--- config.mk ---
export PLATFORM = sky130hd
export DESIGN_NAME = mips_cycle_controller_flat
export DESIGN_NICKNAME = d
export VERILOG_FILES = /design/src/rtl/mips_cycle_controller_if.sv /design/src/rtl/mips_cycle_controller.sv /design/src/flat_wrapper.sv
export SDC_FILE = /design/constraint.sdc
export NUM_CORES = 1
export LEC_CHECK = 0
export CORE_ASPECT_RATIO = 2
export CORE_MARGIN = 3
export CORE_UTILIZATION = 50
export DETAILED_ROUTE_END_ITERATION = 8
export GPL_ROUTABILITY_DRIVEN = 0
export PLACE_DENSITY = 0.85
export REMOVE_ABC_BUFFERS = 1
export SLEW_MARGIN = 20
export SYNTH_ARGS = -nofsm -noshare
export SYNTH_HDL_FRONTEND = slang
export SYNTH_SLANG_ARGS = --single-unit
--- constraint.sdc ---
create_clock -name clk -period 5.4 [get_ports clk]
set_input_delay 1.08 -clock clk [delete_from_list [all_inputs] [get_ports clk]]
set_output_delay 1.08 -clock clk [all_outputs]
set_load 0.01 [all_outputs]
--- src/rtl/mips_cycle_controller_if.sv ---
// mips_cycle_controller_if: Avalon-style instruction/data memory port
interface mips_cycle_controller_if;
  logic        waitrequest;
  logic [31:0] readdata;
  logic        fetch_read;
  modport master (input waitrequest, input readdata, output fetch_read);
  modport slave  (output waitrequest, output readdata, input fetch_read);
endinterface

--- src/rtl/mips_cycle_controller.sv ---
// mips_cycle_controller: multi-cycle FETCH/EXEC1/EXEC2/HALT sequencer with bus timeout
module mips_cycle_controller #(
  parameter int WAIT_TIMEOUT = 1024,
  parameter int COUNT_W      = 32
) (
  input  logic                      clk,
  input  logic                      reset,
  mips_cycle_controller_if.master   mem,
  input  logic                      halt,
  input  logic                      extra,
  input  logic                      mem_access,
  output logic [1:0]                state,
  output logic [31:0]               instr_reg,
  output logic [31:0]               data_reg,
  output logic                      active,
  output logic                      bus_error,
  output logic [COUNT_W-1:0]        retired
);
  localparam int CW = WAIT_TIMEOUT > 0 ? $clog2(WAIT_TIMEOUT + 1) : 1;
  typedef enum logic [1:0] {FETCH = 2'b00, EXEC1 = 2'b01, EXEC2 = 2'b10, HALT = 2'b11} state_e;
  state_e               state_q, state_d;
  logic [31:0]          instr_q, instr_d, data_q, data_d;
  logic                 active_q, active_d, bus_error_q, bus_error_d;
  logic [COUNT_W-1:0]   retired_q, retired_d;
  logic [CW-1:0]        wait_cnt_q, wait_cnt_d;
  logic                 stall, timeout;
  // State and datapath registers; reset aborts any access in flight
  always_ff @(posedge clk or negedge reset) begin
    if (!reset) begin
      state_q     <= FETCH;
      instr_q     <= '0;
      data_q      <= '0;
      active_q    <= 1'b1;
      bus_error_q <= 1'b0;
      retired_q   <= '0;
      wait_cnt_q  <= '0;
    end else begin
      state_q     <= state_d;
      instr_q     <= instr_d;
      data_q      <= data_d;
      active_q    <= active_d;
      bus_error_q <= bus_error_d;
      retired_q   <= retired_d;
      wait_cnt_q  <= wait_cnt_d;
    end
  end
  // Next state, stall/timeout detection and register updates
  always_comb begin
    stall       = (state_q == FETCH && !halt && mem.waitrequest) ||
                  (state_q == EXEC1 && mem_access && mem.waitrequest);
    timeout     = (WAIT_TIMEOUT != 0) && stall && (wait_cnt_q == CW'(WAIT_TIMEOUT - 1));
    state_d     = state_q;
    instr_d     = instr_q;
    data_d      = data_q;
    retired_d   = retired_q;
    wait_cnt_d  = stall ? ((&wait_cnt_q) ? wait_cnt_q : wait_cnt_q + 1'b1) : '0;
    bus_error_d = bus_error_q | timeout;
    case (state_q)
      FETCH: begin
        if (halt) state_d = HALT;
        else if (timeout) state_d = HALT;
        else if (!mem.waitrequest) begin
          instr_d = mem.readdata;
          state_d = EXEC1;
        end
      end
      EXEC1: begin
        if (timeout) state_d = HALT;
        else if (!stall && extra) begin
          data_d  = mem.readdata;
          state_d = EXEC2;
        end else if (!stall) begin
          retired_d = retired_q + 1'b1;
          state_d   = FETCH;
        end
      end
      EXEC2: begin
        retired_d = retired_q + 1'b1;
        state_d   = FETCH;
      end
      default: state_d = HALT;
    endcase
    active_d = state_d != HALT;
  end
  // Outputs: fetch strobe is combinational so halt suppresses it in the same cycle
  always_comb begin
    mem.fetch_read = state_q == FETCH && !halt;
    state          = state_q;
    instr_reg      = instr_q;
    data_reg       = data_q;
    active         = active_q;
    bus_error      = bus_error_q;
    retired        = retired_q;
  end
endmodule

--- src/flat_wrapper.sv ---
// flat-port wrapper written by rule: the top's interface ports become plain ports
module mips_cycle_controller_flat 
#(
  parameter int WAIT_TIMEOUT = 1024,
  parameter int COUNT_W      = 32
)
  (clk, reset, halt, extra, mem_access, state, instr_reg, data_reg, active, bus_error, retired, mem_waitrequest, mem_readdata, mem_fetch_read);
  mips_cycle_controller_if mem_i ();
  input  logic clk;
  input  logic reset;
  input  logic halt;
  input  logic extra;
  input  logic mem_access;
  output logic [1:0] state;
  output logic [31:0] instr_reg;
  output logic [31:0] data_reg;
  output logic active;
  output logic bus_error;
  output logic [COUNT_W-1:0] retired;
  input wire logic [$bits(mem_i.waitrequest)-1:0] mem_waitrequest;
  input wire logic [$bits(mem_i.readdata)-1:0] mem_readdata;
  output wire logic [$bits(mem_i.fetch_read)-1:0] mem_fetch_read;
  assign mem_i.waitrequest = mem_waitrequest;
  assign mem_i.readdata = mem_readdata;
  assign mem_fetch_read = mem_i.fetch_read;
  mips_cycle_controller #(.WAIT_TIMEOUT(WAIT_TIMEOUT), .COUNT_W(COUNT_W)) u_core (.clk(clk), .reset(reset), .mem(mem_i), .halt(halt), .extra(extra), .mem_access(mem_access), .state(state), .instr_reg(instr_reg), .data_reg(data_reg), .active(active), .bus_error(bus_error), .retired(retired));
endmodule
==> impl_metrics.csv <==
group,metric,value,unit
status,status,"finished clean",
power_and_ir_drop,internal_power,2230,uW
sta,slew_headroom,42.2,%
placed_design,dp_slack,2.05,ns
power_and_ir_drop,power_density,500,nW/um^2
power_and_ir_drop,ir_drop,242,uV
grt,overflow,0,
clock_network,clock-sinks,111,
die,design.core.area,8770,um^2
layout,final_common_cell,"clkdlybuf4s50_1",
sta,timing.fmax,298,MHz
die,die_h,141,um
critical_path,criticalPathCategory,"in2out",
power_and_ir_drop,swShare,29.7,%
layout,antennaDiodeCount,0,
clock_network,clkTransAtPathRegs,0.07,ns
synthesis,async_reset_ff_share,100,%
sta,rsz0062_at_grt,"false",
grt,grt_max_degree,73,
detailed_routing,viasPerCell,5.40,
layout,fillCellCount,611,
clock_network,root_buffer,"clkbuf_16",
sta,hold_viol_final,0,
min_path,hold_path_depth,1,
placed_design,placed_area,6060,um^2
layout,finalInstanceArea,6360,um^2
detailed_routing,wire_per_inst,17.8,um
sta,tightest_slew,0.867,ns
clock_network,postCtsSetupBuffers,0,
synthesis,synth_cells,341,
synthesis,ys.warnings.count,0,
placed_design,port_buffers,138,
min_path,min_to,"u_core.retired[26]",
sta,setup_violations,0,
power_and_ir_drop,power.switching,944,uW
die,num_io_pins,139,
clock_network,cts_buffer_depth,2,
synthesis,avgSynthCellArea,13.4,um^2
die,dieArea,10400,um^2
sta,fin_crit,3.36,ns
critical_path,cp-end-kind,"output port",
power_and_ir_drop,power_frac_clock,20.6,%
synthesis,synth-seq-area-share,60.8,%
layout,area_delta_synth_final,39.1,%
run,max_cap_violations,0,
grt,grt_antenna_before_repair,0,
critical_path,r2r_slack,3.18,ns
detailed_routing,initialDrtViolationCount,95,
clock_network,cts_resized,0,
power_and_ir_drop,seqPwrFrac,41.2,%
detailed_routing,ant_nets,0,
power_and_ir_drop,combPwrFrac,38.2,%
min_path,worstHoldPathType,"reg2reg",
synthesis,syn_area,4570,um^2
detailed_routing,drc,0,
die,num_rows,48,
clock_network,h-tree-depth,3,
critical_path,startpoint_type,"primary input",
synthesis,ys_types,35,
sta,layout_setup_ws,2.04,ns
layout,drive_gt1_share,18.9,%
grt,grt_pass1_vias,3308,
clock_network,cts_hold_buf,0,
power_and_ir_drop,p_leak,0.00266,uW
detailed_routing,drt-pass1-iter-count,4,
sta,fin_crit_sh,62.2,%
placed_design,post-dp-hpwl,7.65,mm
die,die_x,73.6,um
layout,fin_nets,522,
layout,layout_common_cells,"137 x clkdlybuf4s50_1, 110 x dfrtp_1, 64 x mux2_2",
critical_path,r2r-end,"u_core.retired[25]",
sta,clock-skew-final,0.00500,ns
detailed_routing,vias,3166,
grt,grt_usage,21.2,%
critical_path,r2r_start,"u_core.retired[2]",
grt,grt_pass1_wl,16.8,mm
sta,holdWs,0.493,ns
min_path,holdCritStartpoint,"u_core.retired[26]",
synthesis,synth_edf_count,0,
critical_path,ff2ff_path_depth,5,
sta,setup-tns-final,0,ns
clock_network,worstSkewPairLatency,0.34,ns
die,start_util,52.1,%
critical_path,worst-path-max-fanout,4,
synthesis,synth-seq-cells,111,
clock_network,tritoncts,"done",
synthesis,synthFlopType,"dfrtp_1",
critical_path,critPathArrivalTime,2.28,ns
detailed_routing,wl,10.4,mm
layout,utilization,72.5,%
critical_path,worstPathRequired,4.32,ns
sta,slew_violations,0,
clock_network,cts_buffers,9,
## synthesized netlist by cell type (5+ instances only)
master      n  area (um^2)
clkbuf_1    9         33.8
nand2_1    17         63.8
xor2_1     14          123
nor3_1      7         35.0
dfrtp_1   110         2750
nand3_1    15         75.1
xnor2_1    23          201
nor2_1     14         52.6
a21oi_1     5         25.0
nand4_1    12         75.1
mux2_2     64          721
and3_1      8         50.1
## cell families after synthesis
group           Yosys count  synth area share (%)
flops                   111                  60.8
simple gates             98                  12.5
xor+xnor                 37                  7.09
fa+ha+maj                 2                 0.547
compound gates           14                  2.00
buf+inv                  15                  1.29
mux                      64                  15.8
## routing by layer
metal | GRT usage (%) | wire length (um) | up-vias
li1 | - | - | 1475
met1 | 22.8 | 3740 | 1567
met2 | 39.2 | 5950 | 108
met3 | 4.00 | 515 | 16
met4 | 8.31 | 235 | 0
met5 | 0 | 0 | -
## power by group through the flow
stage                     combinational [uW]  clock, uW  sequential (uW)
final                                   1210        653             1310
after global routing                    1300        699             1340
after CTS                               1240        670             1310
after detailed placement                1230          0             1320
after global placement                  1200          0             1310
after floorplan                          386          0             1430
## worst max-delay path, cell delays in order
cell	delay [ns]
clkdlybuf4s50_1	0.47
nor3_1	0.16
clkdlybuf4s50_1	0.56
## cell type report
class	count	area, um^2	area share (%)
Inverter	4	15.0	0.236
Timing Repair Buffer	141	1400	22.0
Multi-Input combinational cell	215	1740	27.4
Tap cell	100	125	1.97
Clock buffer	10	239	3.76
Sequential cell	111	2780	43.7
Clock inverter	5	58.8	0.925
## how the worst max path moves through the flow
stage / start / end / slack, ns / cells past startpoint
after CTS: halt / mem_fetch_read / 2.03 / 3
after global routing: halt / mem_fetch_read / 1.98 / 3
after global placement: halt / mem_fetch_read / 2.06 / 3
final: halt / mem_fetch_read / 2.04 / 3
after detailed placement: halt / mem_fetch_read / 2.05 / 3
after floorplan: halt / u_core.instr_reg[0] / 0.62 / 2
## per-stage QoR
step | std cells | power (uW)
5_1_grt | 586 | 3340
3_3_place_gp | 571 | 2510
3_5_place_dp | 571 | 2560
6_report | 586 | 3180
2_1_floorplan | 330 | 1810
4_1_cts | 586 | 3220
Note: power is estimated with default switching activity, not from simulation.
